==> src/rtl/lsu_pkg.sv <==
// Shared definitions for the MEM-stage load/store unit: lsu_op field layout,
// funct3 encodings and controller state type.
package lsu_pkg;

   localparam int unsigned LSU_EN = 3;

   localparam logic [2:0] F3_B  = 3'b000;
   localparam logic [2:0] F3_H  = 3'b001;
   localparam logic [2:0] F3_W  = 3'b010;
   localparam logic [2:0] F3_BU = 3'b100;
   localparam logic [2:0] F3_HU = 3'b101;

   typedef enum logic [1:0] {
      IDLE = 2'd0,
      BUSY = 2'd1,
      DONE = 2'd2
   } lsu_state_t;

   // Undefined funct3 codes behave as W for steering but never flag misalignment.
   function automatic logic is_misaligned(input logic [2:0] f3, input logic [1:0] off);
      return (((f3 == F3_H) || (f3 == F3_HU)) && off[0]) ||
             ((f3 == F3_W) && (off != 2'b00));
   endfunction

endpackage

==> src/rtl/mem_lsu_ctrl_if.sv <==
// Data-memory bus between the load/store unit (master) and the data memory (slave).
interface mem_lsu_ctrl_if;

   logic        req;
   logic        we;
   logic [31:0] addr;
   logic [31:0] wdata;
   logic [3:0]  be;
   logic        ack;
   logic [31:0] rdata;

   modport master (
      output req, we, addr, wdata, be,
      input  ack, rdata
   );

   modport slave (
      input  req, we, addr, wdata, be,
      output ack, rdata
   );

endinterface

==> src/rtl/lsu_lane_align.sv <==
// Byte-lane steering for stores and lane extraction plus sign/zero extension for loads.
module lsu_lane_align
   import lsu_pkg::*;
(
   input  logic [2:0]  i_st_funct3,
   input  logic [1:0]  i_st_off,
   input  logic [31:0] i_st_data,
   output logic [31:0] o_st_wdata,
   output logic [3:0]  o_st_be,
   input  logic [2:0]  i_ld_funct3,
   input  logic [1:0]  i_ld_off,
   input  logic [31:0] i_ld_rdata,
   output logic [31:0] o_ld_data
);

   logic [31:0] w_shifted;
   logic [7:0]  w_byte;
   logic [15:0] w_half;

   always_comb begin
      o_st_wdata = i_st_data;
      o_st_be    = 4'hF;
      case (i_st_funct3)
         F3_B, F3_BU: begin
            o_st_wdata = {4{i_st_data[7:0]}};
            o_st_be    = 4'b0001 << i_st_off;
         end
         F3_H, F3_HU: begin
            o_st_wdata = {2{i_st_data[15:0]}};
            o_st_be    = 4'b0011 << i_st_off;
         end
         default: ;
      endcase
   end

   assign w_shifted = i_ld_rdata >> {i_ld_off, 3'b000};
   assign w_byte    = w_shifted[7:0];
   assign w_half    = i_ld_off[1] ? i_ld_rdata[31:16] : i_ld_rdata[15:0];

   always_comb begin
      o_ld_data = i_ld_rdata;
      case (i_ld_funct3)
         F3_B:    o_ld_data = {{24{w_byte[7]}}, w_byte};
         F3_BU:   o_ld_data = {24'h000000, w_byte};
         F3_H:    o_ld_data = {{16{w_half[15]}}, w_half};
         F3_HU:   o_ld_data = {16'h0000, w_half};
         default: ;
      endcase
   end

endmodule

==> src/rtl/mem_lsu_ctrl.sv <==
// MEM-stage load/store controller: issues one data-memory transaction per access,
// stalls the pipeline until it completes, and times out on a missing ack.
module mem_lsu_ctrl
   import lsu_pkg::*;
#(
   parameter int unsigned TIMEOUT = 16
) (
   input  logic                  i_clk,
   input  logic                  i_reset,
   input  logic                  inst_vld_mem,
   input  logic                  mem_wren_mem,
   input  logic [3:0]            lsu_op_mem,
   input  logic [31:0]           alu_data_mem,
   input  logic [31:0]           rs2_data_mem,
   mem_lsu_ctrl_if.master        dmem,
   output logic                  o_stall,
   output logic [31:0]           o_ld_data,
   output logic                  o_lsu_done,
   output logic                  o_misalign,
   output logic                  o_bus_err
);

   localparam int unsigned TW = $clog2(TIMEOUT);

   lsu_state_t  r_state;
   logic [TW-1:0] r_timer;
   logic        r_req;
   logic        r_we;
   logic [31:0] r_addr;
   logic [31:0] r_wdata;
   logic [3:0]  r_be;
   logic [31:0] r_ld_data;
   logic        r_done;
   logic        r_misalign;
   logic        r_bus_err;
   logic [2:0]  r_funct3;
   logic [1:0]  r_off;

   logic        w_start;
   logic        w_misalign;
   logic [31:0] w_st_wdata;
   logic [3:0]  w_st_be;
   logic [31:0] w_ld_ext;

   assign w_start    = inst_vld_mem & lsu_op_mem[LSU_EN];
   assign w_misalign = is_misaligned(lsu_op_mem[2:0], alu_data_mem[1:0]);

   // Load extraction uses the funct3/offset captured at issue, not the live MEM inputs.
   lsu_lane_align u_lane_align (
      .i_st_funct3 (lsu_op_mem[2:0]),
      .i_st_off    (alu_data_mem[1:0]),
      .i_st_data   (rs2_data_mem),
      .o_st_wdata  (w_st_wdata),
      .o_st_be     (w_st_be),
      .i_ld_funct3 (r_funct3),
      .i_ld_off    (r_off),
      .i_ld_rdata  (dmem.rdata),
      .o_ld_data   (w_ld_ext)
   );

   always_ff @(posedge i_clk) begin
      if (i_reset) begin
         r_state    <= IDLE;
         r_timer    <= '0;
         r_req      <= 1'b0;
         r_we       <= 1'b0;
         r_addr     <= '0;
         r_wdata    <= '0;
         r_be       <= '0;
         r_ld_data  <= '0;
         r_done     <= 1'b0;
         r_misalign <= 1'b0;
         r_bus_err  <= 1'b0;
         r_funct3   <= '0;
         r_off      <= '0;
      end else begin
         r_done     <= 1'b0;
         r_misalign <= 1'b0;
         r_bus_err  <= 1'b0;
         case (r_state)
            IDLE: begin
               if (w_start) begin
                  if (w_misalign) begin
                     r_misalign <= 1'b1;
                  end else begin
                     r_req    <= 1'b1;
                     r_we     <= mem_wren_mem;
                     r_addr   <= {alu_data_mem[31:2], 2'b00};
                     r_wdata  <= w_st_wdata;
                     r_be     <= w_st_be;
                     r_funct3 <= lsu_op_mem[2:0];
                     r_off    <= alu_data_mem[1:0];
                     r_timer  <= '0;
                     r_state  <= BUSY;
                  end
               end
            end
            BUSY: begin
               if (dmem.ack) begin
                  r_req  <= 1'b0;
                  r_done <= 1'b1;
                  if (!r_we) begin
                     r_ld_data <= w_ld_ext;
                  end
                  r_state <= DONE;
               end else if (r_timer == TW'(TIMEOUT - 1)) begin
                  r_req     <= 1'b0;
                  r_ld_data <= '0;
                  r_bus_err <= 1'b1;
                  r_done    <= 1'b1;
                  r_state   <= DONE;
               end else begin
                  r_timer <= r_timer + TW'(1);
               end
            end
            // The completed instruction is still in MEM during DONE, so start is ignored.
            DONE:    r_state <= IDLE;
            default: r_state <= IDLE;
         endcase
      end
   end

   assign o_stall = ((r_state == IDLE) && w_start && !w_misalign) || (r_state == BUSY);

   assign dmem.req   = r_req;
   assign dmem.we    = r_we;
   assign dmem.addr  = r_addr;
   assign dmem.wdata = r_wdata;
   assign dmem.be    = r_be;

   assign o_ld_data  = r_ld_data;
   assign o_lsu_done = r_done;
   assign o_misalign = r_misalign;
   assign o_bus_err  = r_bus_err;

endmodule

==> src/flat_wrapper.sv <==
// flat-port wrapper written by rule: the top's interface ports become plain ports
module mem_lsu_ctrl_flat import lsu_pkg::*;
#(
   parameter int unsigned TIMEOUT = 16
)
  (i_clk, i_reset, inst_vld_mem, mem_wren_mem, lsu_op_mem, alu_data_mem, rs2_data_mem, o_stall, o_ld_data, o_lsu_done, o_misalign, o_bus_err, dmem_req, dmem_we, dmem_addr, dmem_wdata, dmem_be, dmem_ack, dmem_rdata);
  mem_lsu_ctrl_if dmem_i ();
  input  logic i_clk;
  input  logic i_reset;
  input  logic inst_vld_mem;
  input  logic mem_wren_mem;
  input  logic [3:0] lsu_op_mem;
  input  logic [31:0] alu_data_mem;
  input  logic [31:0] rs2_data_mem;
  output logic o_stall;
  output logic [31:0] o_ld_data;
  output logic o_lsu_done;
  output logic o_misalign;
  output logic o_bus_err;
  output wire logic [$bits(dmem_i.req)-1:0] dmem_req;
  output wire logic [$bits(dmem_i.we)-1:0] dmem_we;
  output wire logic [$bits(dmem_i.addr)-1:0] dmem_addr;
  output wire logic [$bits(dmem_i.wdata)-1:0] dmem_wdata;
  output wire logic [$bits(dmem_i.be)-1:0] dmem_be;
  input wire logic [$bits(dmem_i.ack)-1:0] dmem_ack;
  input wire logic [$bits(dmem_i.rdata)-1:0] dmem_rdata;
  assign dmem_req = dmem_i.req;
  assign dmem_we = dmem_i.we;
  assign dmem_addr = dmem_i.addr;
  assign dmem_wdata = dmem_i.wdata;
  assign dmem_be = dmem_i.be;
  assign dmem_i.ack = dmem_ack;
  assign dmem_i.rdata = dmem_rdata;
  mem_lsu_ctrl #(.TIMEOUT(TIMEOUT)) u_core (.i_clk(i_clk), .i_reset(i_reset), .inst_vld_mem(inst_vld_mem), .mem_wren_mem(mem_wren_mem), .lsu_op_mem(lsu_op_mem), .alu_data_mem(alu_data_mem), .rs2_data_mem(rs2_data_mem), .dmem(dmem_i), .o_stall(o_stall), .o_ld_data(o_ld_data), .o_lsu_done(o_lsu_done), .o_misalign(o_misalign), .o_bus_err(o_bus_err));
endmodule
==> config.mk <==
export PLATFORM = sky130hd
export DESIGN_NAME = mem_lsu_ctrl_flat
export DESIGN_NICKNAME = d
export VERILOG_FILES = /design/src/rtl/lsu_pkg.sv /design/src/rtl/mem_lsu_ctrl_if.sv /design/src/rtl/lsu_lane_align.sv /design/src/rtl/mem_lsu_ctrl.sv /design/src/flat_wrapper.sv
export SDC_FILE = /design/constraint.sdc
export NUM_CORES = 1
export LEC_CHECK = 0
export CAP_MARGIN = 0
export CORE_AREA = 2 2 95 133
export DETAILED_ROUTE_END_ITERATION = 6
export DIE_AREA = 0 0 97 135
export GPL_TIMING_DRIVEN = 0
export HOLD_SLACK_MARGIN = 0.1
export PLACE_DENSITY_LB_ADDON = 0.25
export SKIP_CTS_REPAIR_TIMING = 1
export SLEW_MARGIN = 40
export SYNTH_ARGS = -nofsm -noshare
export SYNTH_HDL_FRONTEND = slang
export SYNTH_SLANG_ARGS = --single-unit
==> constraint.sdc <==
create_clock -name i_clk -period 2.3 [get_ports i_clk]
set_input_delay 0.575 -clock i_clk [delete_from_list [all_inputs] [get_ports i_clk]]
set_output_delay 0.575 -clock i_clk [all_outputs]
set_load 0.02 [all_outputs]
==> flow_metrics.py <==
metrics = {
    "logic_synthesis": {
        "yosys_register_bits": 114,
        "syn_area_per_cell_sq_um": 8.73,
        "yosysTopAreaCell": "dfxtp_1",
        "syn-instance-count": 560,
        "synth_area_sq_mm": 0.00489,
        "synth_edf_count": 0,
        "synth.top_cells.by_area": "dfxtp_1 (47%), nand2_1 (9.1%), a21oi_1 (6.3%)",
        "yosysTopAreaCellShare": 0.467,
        "ys_seq_area_frac": 0.467,
        "yosysUniqueCellTypes": 51,
        "ys.flop_type": "dfxtp_1",
        "synth_commonest_cells": "nand2_1 (119), dfxtp_1 (114), a21oi_1 (62), nor2_1 (30), clkbuf_1 (27)",
        "async_reset_ff_frac": 0,
        "yosys_warnings": 0,
        "synth.most_common_cell": "nand2_1",
    },
    "worst_setup_path": {
        "cp-end-kind": "output port",
        "critPathMaxFanout": 5,
        "critPathArrivalTime_ns": 1.69,
        "r2r_setup_slack_ns": 0.16,
        "startpoint_type": "input pin",
        "cp.required_ns": 1.73,
        "crit_type": "input pin to output port",
    },
    "job": {
        "cap_viol_max_count": 0,
    },
    "clock_network": {
        "cts.sink_count": 114,
        "clk_path_buf_depth": 2,
        "cts_htree_levels": 4,
        "cts_tree": "yes",
        "numCtsBuffers": 17,
        "clk-insertion-delay-late_ns": 0.41,
        "ctsRootBufferMaster": "clkbuf_16",
        "cts.clk_slew.worst_paths_ns": 0.05,
    },
    "final_layout": {
        "n_fill_cell": 967,
        "register_area_sq_mm": 0.00228,
        "diodes": 0,
        "fin_nets": 896,
        "area_delta_synth_final_pct": 61.9,
        "multi_input_area_sq_mm": 0.00236,
        "drive_above_1_share": 0.0897,
        "post-route-util": 0.670,
        "stdcell_area_sq_mm": 0.00792,
        "stdcell_count": 950,
    },
    "routing": {
        "ant_nets": 0,
        "routedWlPerCell_um": 17.5,
        "drc_errors": 0,
        "wl_um": 16600,
        "viasPerCell": 5.47,
        "via_count": 5198,
        "first_pass_iters": 5,
        "first_iter_violations": 239,
    },
    "die": {
        "row_count": 47,
        "io_pins": 211,
        "die_x_um": 97,
        "die_area_sq_mm": 0.0131,
        "start_util": 0.414,
        "die_h_um": 135,
        "core_area_sq_mm": 0.0118,
    },
    "placed_design": {
        "gp_congestion": 0.862,
        "placed_area_sq_mm": 0.00715,
        "dp_hpwl_um": 12600,
        "port_buffers": 207,
        "pre_cts_ws_ns": -0.973,
        "dpl.cell_count": 915,
    },
    "global_route": {
        "grt_max_degree": 17,
        "grt_usage": 0.246,
        "grt_pass1_vias": 5273,
        "grt_pass1_wl_um": 26000,
        "grt_overflow": 0,
        "antenna_found_initial": 0,
    },
    "sta": {
        "worst_slack_ns": 0.0371,
        "hold-worst-slack_ns": 0.450,
        "setup_viol_count_final": 0,
        "slew_headroom": 0.559,
        "hold_viol": 0,
        "fin_crit_sh": 0.984,
        "fin_skew_ns": 0.00762,
        "period_minus_slack_ns": 2.26,
        "clock.fmax_mhz": 442,
        "slew_violations": 0,
        "tns_ns": 0,
        "worst-slew-pin-transition_ns": 0.660,
    },
    "power_and_ir_drop": {
        "ir_drop_mv": 0.498,
        "power_density_mw_per_mm2": 776,
        "power_mw": 6.14,
        "p_leak_nw": 3.00,
    },
    "run_status": {
        "outcome": "finished clean",
    },
    "min_path": {
        "hold_path_class": "flop to flop",
    },
}
==> path summary, 6_finish.rpt <==
check / endpoint / startpoint / cells past startpoint
worst min-delay path: u_core.dmem.addr[24] / u_core.dmem.addr[24] / 2
worst min register to register: u_core.dmem.addr[24] / u_core.dmem.addr[24] / 2
worst max-delay path: o_stall / lsu_op_mem[0] / 6
worst max register to register: u_core.o_ld_data[5] / u_core.r_off[1] / 5
==> kinds of logic (layout without fill, tap and decap cells) <==
family | Yosys count | count (layout) | synth area share
AND/OR/NAND/NOR | 190 | 190 | 0.168
AO/OA/AOI/OAI | 175 | 175 | 0.254
flip-flops | 114 | 114 | 0.467
buffers and inverters | 55 | 297 | 0.0578
multiplexers | 21 | 21 | 0.0458
XOR/XNOR | 3 | 3 | 0.00537
adder cells (fa/ha/maj) | 1 | 1 | 0.00256
other | 1 | 2 | 0.000767
==> sequential cells by signal, summed over array words and instances (netlist names), 2 cells and up <==
name and flops:
u_core.dmem.addr 30, u_core.dmem.wdata 32, u_core.r_off 2, u_core.r_state 2, u_core.dmem.be 4, u_core.o_ld_data 32, u_core.r_timer 4, u_core.r_funct3 3
==> worst max-delay path, cell delays in order <==
cell	delay [ns]
buf_4	0.13
or3b_4	0.42
o221ai_4	0.21
buf_6	0.16
nand2_2	0.06
buf_6	0.13
==> report_power, final <==
part | internal, mW | switching, mW
registers | 2.07 | 0.0495
logic | 0.464 | 0.481
clock network | 2.17 | 0.909
total | 4.70 | 1.44
==> layout by cell type (no fill, tap or decap), drive strengths merged, types with 2 or more instances in the layout <==
cell type and n:
a311oi 9, a221o 18, nor2 30, o22ai 10
nor2b 7, a211oi 16, buf 27, bufinv 6
o211ai 8, o221a 2, o21ai 10, mux2i 19
a221oi 6, a21oi 62, clkdlybuf4s50 200, o2bb2ai 9
nand2 119, a2111oi 6, clkinv 3, nor3 10
xor2 3, dlymetal6s2s 5, or2 3, nand2b 7
clkbuf 50, a21o 12, nand3 6, dfxtp 114
or3b 2, inv 5, conb 2
==> final cells by class <==
class                           count  share of cell area
Multi-Input combinational cell    392               0.298
Sequential cell                   114               0.288
Timing Repair Buffer              210               0.266
Clock buffer                       23              0.0629
Buffer                             49              0.0341
Tap cell                          147              0.0232
Clock inverter                      9              0.0250
Inverter                            6             0.00284
==> routing by layer <==
layer,global-route usage,vias to the layer above,routed length [um]
met5,0,-,0
met1,0.250,2450,6120
met3,0.0875,32,1450
li1,-,2469,-
met4,0.0970,0,391
met2,0.458,247,8650
Power figures use the tool's default switching activity.
